$ cat src/rtl/echo_heard_receiver_pkg.sv
// Shared definitions for the echo heard receiver slice.
// - RuleCount       : number of scheduler rules beyond bit 0 of rule_enable/rule_ready
// - MsgWidth        : width of one forwarded message word
// - Hdr*/Seq/Meth/V : bit offsets of the message fields
// - msg_t           : packed layout of a forwarded message
package echo_heard_receiver_pkg;

   localparam int unsigned RuleCount = 1;
   localparam int unsigned MsgWidth  = 96;

   localparam int unsigned HdrIdMsb = 95;
   localparam int unsigned SeqLsb   = 64;
   localparam int unsigned MethLsb  = 32;
   localparam int unsigned VLsb     = 0;

   typedef struct packed {
      logic [7:0]  id;
      logic [7:0]  rsvd;
      logic [15:0] seq;
      logic [31:0] meth;
      logic [31:0] v;
   } msg_t;

   function automatic logic [MsgWidth-1:0] pack_msg(input logic [7:0]  id,
                                                    input logic [15:0] seq,
                                                    input logic [31:0] meth,
                                                    input logic [31:0] v);
      msg_t m;
      m.id   = id;
      m.rsvd = 8'h00;
      m.seq  = seq;
      m.meth = meth;
      m.v    = v;
      return m;
   endfunction

endpackage

$ cat src/rtl/echo_msg_fifo.sv
// Small synchronous FIFO holding heard messages until the forward rule takes them.
// Ports:
//   clk_i, rst_ni  clock, asynchronous active-low reset (storage cleared)
//   enq_i          write enq_data_i at the tail (caller guarantees !full_o)
//   enq_data_i     message to store
//   deq_i          drop the head entry (caller guarantees !empty_o)
//   first_o        head entry, combinational
//   full_o         all Depth entries occupied
//   empty_o        no entries occupied
module echo_msg_fifo #(
   parameter int unsigned Depth = 2,
   parameter int unsigned Width = 96
) (
   input  logic             clk_i,
   input  logic             rst_ni,
   input  logic             enq_i,
   input  logic [Width-1:0] enq_data_i,
   input  logic             deq_i,
   output logic [Width-1:0] first_o,
   output logic             full_o,
   output logic             empty_o
);

   localparam int unsigned IdxW = $clog2(Depth);
   localparam int unsigned PtrW = IdxW + 1;

   // Extra MSB on each pointer distinguishes full from empty when the indices match.
   logic [PtrW-1:0]  wr_ptr_q, wr_ptr_d;
   logic [PtrW-1:0]  rd_ptr_q, rd_ptr_d;
   logic [Width-1:0] mem_q [Depth];
   logic [Width-1:0] mem_d [Depth];

   logic [IdxW-1:0] wr_idx;
   logic [IdxW-1:0] rd_idx;

   assign wr_idx = wr_ptr_q[IdxW-1:0];
   assign rd_idx = rd_ptr_q[IdxW-1:0];

   assign empty_o = (wr_ptr_q == rd_ptr_q);
   assign full_o  = (wr_ptr_q[PtrW-1] != rd_ptr_q[PtrW-1]) &&
                    (wr_ptr_q[IdxW-1:0] == rd_ptr_q[IdxW-1:0]);
   assign first_o = mem_q[rd_idx];

   always_comb begin
      mem_d    = mem_q;
      wr_ptr_d = wr_ptr_q;
      rd_ptr_d = rd_ptr_q;
      if (enq_i) begin
         mem_d[wr_idx] = enq_data_i;
         wr_ptr_d      = wr_ptr_q + PtrW'(1);
      end
      if (deq_i) begin
         rd_ptr_d = rd_ptr_q + PtrW'(1);
      end
   end

   always_ff @(posedge clk_i or negedge rst_ni) begin
      if (!rst_ni) begin
         wr_ptr_q <= '0;
         rd_ptr_q <= '0;
         for (int i = 0; i < Depth; i++) begin
            mem_q[i] <= '0;
         end
      end else begin
         wr_ptr_q <= wr_ptr_d;
         rd_ptr_q <= rd_ptr_d;
         mem_q    <= mem_d;
      end
   end

endmodule

$ cat src/rtl/echo_heard_receiver.sv
// Receiving end of the heard(meth,v) indication. Each accepted call is stamped with MSG_ID and a
// 16-bit sequence number, buffered, and forwarded as one 96-bit word through pipe_enq when the
// scheduler enables the forward rule.
// Ports:
//   CLK, nRST       clock, asynchronous active-low reset
//   heard__ENA      caller enable, honoured only while heard__RDY=1
//   heard_meth/_v   heard arguments
//   heard__RDY      FIFO has room
//   pipe_enq__ENA   forward rule fires this cycle
//   pipe_enq_v      {MSG_ID, 8'h00, seq, meth, v} of the head entry
//   pipe_enq__RDY   downstream can take a word
//   msg_count       messages forwarded since reset (wraps)
//   rule_enable     bit 0 enables the forward rule
//   rule_ready      bit 0 is the forward rule guard; upper bits 0
module echo_heard_receiver
   import echo_heard_receiver_pkg::*;
#(
   parameter int unsigned DEPTH  = 2,
   parameter logic [7:0]  MSG_ID = 8'h01
) (
   input  logic                CLK,
   input  logic                nRST,
   input  logic                heard__ENA,
   input  logic [31:0]         heard_meth,
   input  logic [31:0]         heard_v,
   output logic                heard__RDY,
   output logic                pipe_enq__ENA,
   output logic [MsgWidth-1:0] pipe_enq_v,
   input  logic                pipe_enq__RDY,
   output logic [31:0]         msg_count,
   input  logic [RuleCount:0]  rule_enable,
   output logic [RuleCount:0]  rule_ready
);

   logic [15:0] seq_q, seq_d;
   logic [31:0] msg_count_q, msg_count_d;

   logic                acc;
   logic                fwd;
   logic                guard;
   logic                fifo_full;
   logic                fifo_empty;
   logic [MsgWidth-1:0] fifo_first;
   logic [MsgWidth-1:0] enq_word;

   // Only bit 0 is used by this block; the rest belong to other rules.
   logic unused_rule_enable;
   assign unused_rule_enable = ^rule_enable[RuleCount:1];

   assign heard__RDY = !fifo_full;
   assign acc        = heard__ENA && !fifo_full;
   assign guard      = !fifo_empty && pipe_enq__RDY;
   assign fwd        = rule_enable[0] && guard;
   assign enq_word   = pack_msg(MSG_ID, seq_q, heard_meth, heard_v);

   assign pipe_enq__ENA = fwd;
   assign pipe_enq_v    = fifo_first;
   assign msg_count     = msg_count_q;

   always_comb begin
      rule_ready    = '0;
      rule_ready[0] = guard;
   end

   always_comb begin
      seq_d       = seq_q;
      msg_count_d = msg_count_q;
      if (acc) begin
         seq_d = seq_q + 16'd1;
      end
      if (fwd) begin
         msg_count_d = msg_count_q + 32'd1;
      end
   end

   always_ff @(posedge CLK or negedge nRST) begin
      if (!nRST) begin
         seq_q       <= '0;
         msg_count_q <= '0;
      end else begin
         seq_q       <= seq_d;
         msg_count_q <= msg_count_d;
      end
   end

   // No bypass: a message accepted this cycle is visible at the head next cycle at the earliest.
   echo_msg_fifo #(
      .Depth (DEPTH),
      .Width (MsgWidth)
   ) u_fifo (
      .clk_i      (CLK),
      .rst_ni     (nRST),
      .enq_i      (acc),
      .enq_data_i (enq_word),
      .deq_i      (fwd),
      .first_o    (fifo_first),
      .full_o     (fifo_full),
      .empty_o    (fifo_empty)
   );

endmodule

$ cat config.mk
export PLATFORM = sky130hd
export DESIGN_NAME = echo_heard_receiver
export DESIGN_NICKNAME = d
export VERILOG_FILES = /design/src/rtl/echo_heard_receiver_pkg.sv /design/src/rtl/echo_msg_fifo.sv /design/src/rtl/echo_heard_receiver.sv
export SDC_FILE = /design/constraint.sdc
export NUM_CORES = 1
export LEC_CHECK = 0
export CORE_ASPECT_RATIO = 1.25
export CORE_MARGIN = 2
export CORE_UTILIZATION = 53
export CTS_BUF_LIST = sky130_fd_sc_hd__clkbuf_8
export CTS_CLUSTER_DIAMETER = 40
export DETAILED_ROUTE_END_ITERATION = 6
export GPL_TIMING_DRIVEN = 0
export HOLD_SLACK_MARGIN = 0.12
export MAX_ROUTING_LAYER = met4
export PLACE_DENSITY = 0.86
export SYNTH_ARGS = -nofsm -noshare
export SYNTH_HDL_FRONTEND = slang
export SYNTH_SLANG_ARGS = --single-unit
$ cat constraint.sdc
create_clock -name CLK -period 2.15 [get_ports CLK]
set_input_delay 0.215 -clock CLK [delete_from_list [all_inputs] [get_ports CLK]]
set_output_delay 0.215 -clock CLK [all_outputs]
set_load 0.1 [all_outputs]
==> impl_metrics.yaml <==
global_route:
  grt_pass1_vias: 6482
  globalRouteOverflowTotal: 0
  grt_pass1_wl_microns: 32660
  antenna_found_initial: 0
  grt_usage_pct: 22.50
  grt_max_degree: 117
floorplan:
  initial_utilization_pct: 54.01
  die-area_sq_um: 18850
  fp.dieW_microns: 123.2
  rows: 54
  core_area_sq_um: 17430
  pin_count: 202
  die_h_microns: 153.0
synth:
  avgSynthCellArea_sq_um: 14.33
  synth-async-reset-ratio_pct: 100.0
  synth_top_area_share_pct: 56.88
  synth.distinct_cells: 34
  synth_edf_count: 0
  ys.flop_type: "dfrtp_1"
  ys_top_cells_by_area: "dfrtp_1 57%, mux2_2 20%, mux2_1 9.3%"
  syn_inst: 657
  yosys.cell_count.top_type: "dfrtp_1"
  synth_common_cells: "214 x dfrtp_1, 164 x mux2_2, 78 x mux2_1"
  seq_area_frac_synth_pct: 56.88
  synth_warnings: 0
  synth_seq_cells: 214
  yosys.area.top_type: "dfrtp_1"
  synth_area_sq_um: 9415
setup_path:
  critPathCaptureType: "primary output"
  path_max_fanout: 10
  r2r_cells: 6
  cp-start-kind: "flop"
  required_ns: 1.93
  critical_path_class: "reg -> out"
  crit_arrival_ns: 1.89
worst_hold_path:
  whs_path_depth: 2
  hold_path_class: "in -> reg"
clocking:
  cts_root_buf: "clkbuf_8"
  cts_sinks: 214
  tritoncts: "done"
  clk_pin_slew_ns: 0.06
  htreeDepth: 2
  cts_buffers: 35
  clk_path_buf_depth: 3
  clk_latency_ns: 0.51
run:
  max_cap_violations: 0
timing:
  finalSetupViolations: 0
  post-route-min-period_ns: 2.101
  fmax_ghz: 0.4759
  tns_ns: 0
  hold_slack_ns: 0.3244
  fin_worst_skew_ns: 0.02139
  fin_crit_sh_pct: 97.73
  final.setup.worst_slack_ns: 0.04879
  worstMarginPinSlew_ns: 0.9993
  final-hold-violation-count: 0
  slew_viol_final: 0
  grt_setup_unrepaired: "true"
  maxSlewHeadroom_pct: 33.64
placed_design:
  post-dp-hpwl_microns: 13840
  place.gp.congestion: 0.7702
  dpl_cell_area_sq_um: 11690
  port_buffers: 184
  dp_slack_ns: -1.038
cells_and_area:
  fin_nets: 968
  syn_to_final_growth_pct: 32.97
  fin_area_sq_um: 12520
  drive_gt1_share_pct: 41.30
  n_antenna_cell: 0
drt:
  vias_per_cell: 5.223
  via_count: 5975
  routed_wl_microns: 20400
  ant_nets: 0
  drtPass1Iterations: 4
  drt_iter0_drc: 213
  drc: 0
  detail_route.wl_per_cell_microns: 17.83
status:
  outcome: "complete, no violations"
routing by layer:
| metal | part of all wire (%) | GRT usage, % | routed length, microns | up-vias |
|---|---|---|---|---|
| li1 | - | - | - | 2746 |
| met1 | 39 | 25.24 | 8012 | 3037 |
| met2 | 53 | 39.12 | 10840 | 145 |
| met3 | 4.2 | 3.918 | 856 | 47 |
| met4 | 3.4 | 9.145 | 690 | 0 |
| met5 | 0 | - | 0 | - |
state kept, by name (all words and copies together), names as in the netlist:
register / flops
seq_q: 16
msg_count: 32
u_fifo.rd_ptr_q: 2
u_fifo.mem_q: 162
u_fifo.wr_ptr_q: 2
cell families after synthesis:
logic type,count (synthesis),share of synthesized area [%]
AO/OA/AOI/OAI,4,0.3322
XOR/XNOR,52,4.837
adder cells (fa/ha/maj),2,0.2657
buffers and inverters,52,3.588
flip-flops,214,56.88
multiplexers,242,28.94
other,1,0.03983
AND/OR/NAND/NOR,90,5.116
metrics by stage:
step | utilization [%] | instances
2_1_floorplan | - | 672
3_3_place_gp | 66.85 | 1080
3_5_place_dp | 67.04 | 1081
4_1_cts | 70.31 | 1144
5_1_grt | 71.82 | 1144
6_report | 71.82 | 1144
cell usage in the layout (no fill, tap or decap), drive strengths merged, types with 8 or more instances in the layout:
cell,synthesis,final
nand2,25,25
nor2,13,13
clkdlybuf4s50,0,67
nand4,9,9
nand3,19,19
clkbuf,8,52
conb,1,16
inv,8,19
mux2,242,242
buf,36,123
xor2,16,16
dfrtp,214,214
dlygate4sd2,0,32
xnor2,36,36
nor3,8,8
timing repair:
item	CTS	global route
buffers inserted	0	0
gates resized for setup	566	70
setup endpoints to repair	120	200
endpoints found under the hold margin	98	0
gates cloned	1	0
hold buffers	1	0
cell type report:
| type | instances | area (sq um) |
|---|---|---|
| Sequential cell | 214 | 5401 |
| Fill cell | 1206 | 4912 |
| Multi-Input combinational cell | 406 | 3814 |
| Timing Repair Buffer | 187 | 1892 |
| Clock buffer | 45 | 619.3 |
| Buffer | 44 | 416.7 |
| Tap cell | 224 | 280.3 |
| Clock inverter | 16 | 66.31 |
| Inverter | 8 | 30.03 |
worst max-delay path, stage by stage (launching register included):
cell	delay, ns
dfrtp_2	0.48
buf_8	0.16
clkbuf_8	0.19
mux2_2	0.36
buf_6	0.19
final timing paths:
path                                endpoint          startpoint  slack [ns]
max                           pipe_enq_v[66]  u_fifo.rd_ptr_q[0]        0.05
min                        u_fifo.mem_q[115]         heard_v[19]        0.32
max reg2reg                u_fifo.mem_q[113]  u_fifo.rd_ptr_q[0]        0.10
min reg2reg                    msg_count[31]       msg_count[31]        0.46
max in group asynchronous    u_fifo.mem_q[6]                nRST        0.80
min in group asynchronous   u_fifo.mem_q[54]                nRST        0.33
Power is left out: the tool's default activity adds up to more than one toggle a clock period on the data nets, which glitch-free logic cannot reach.
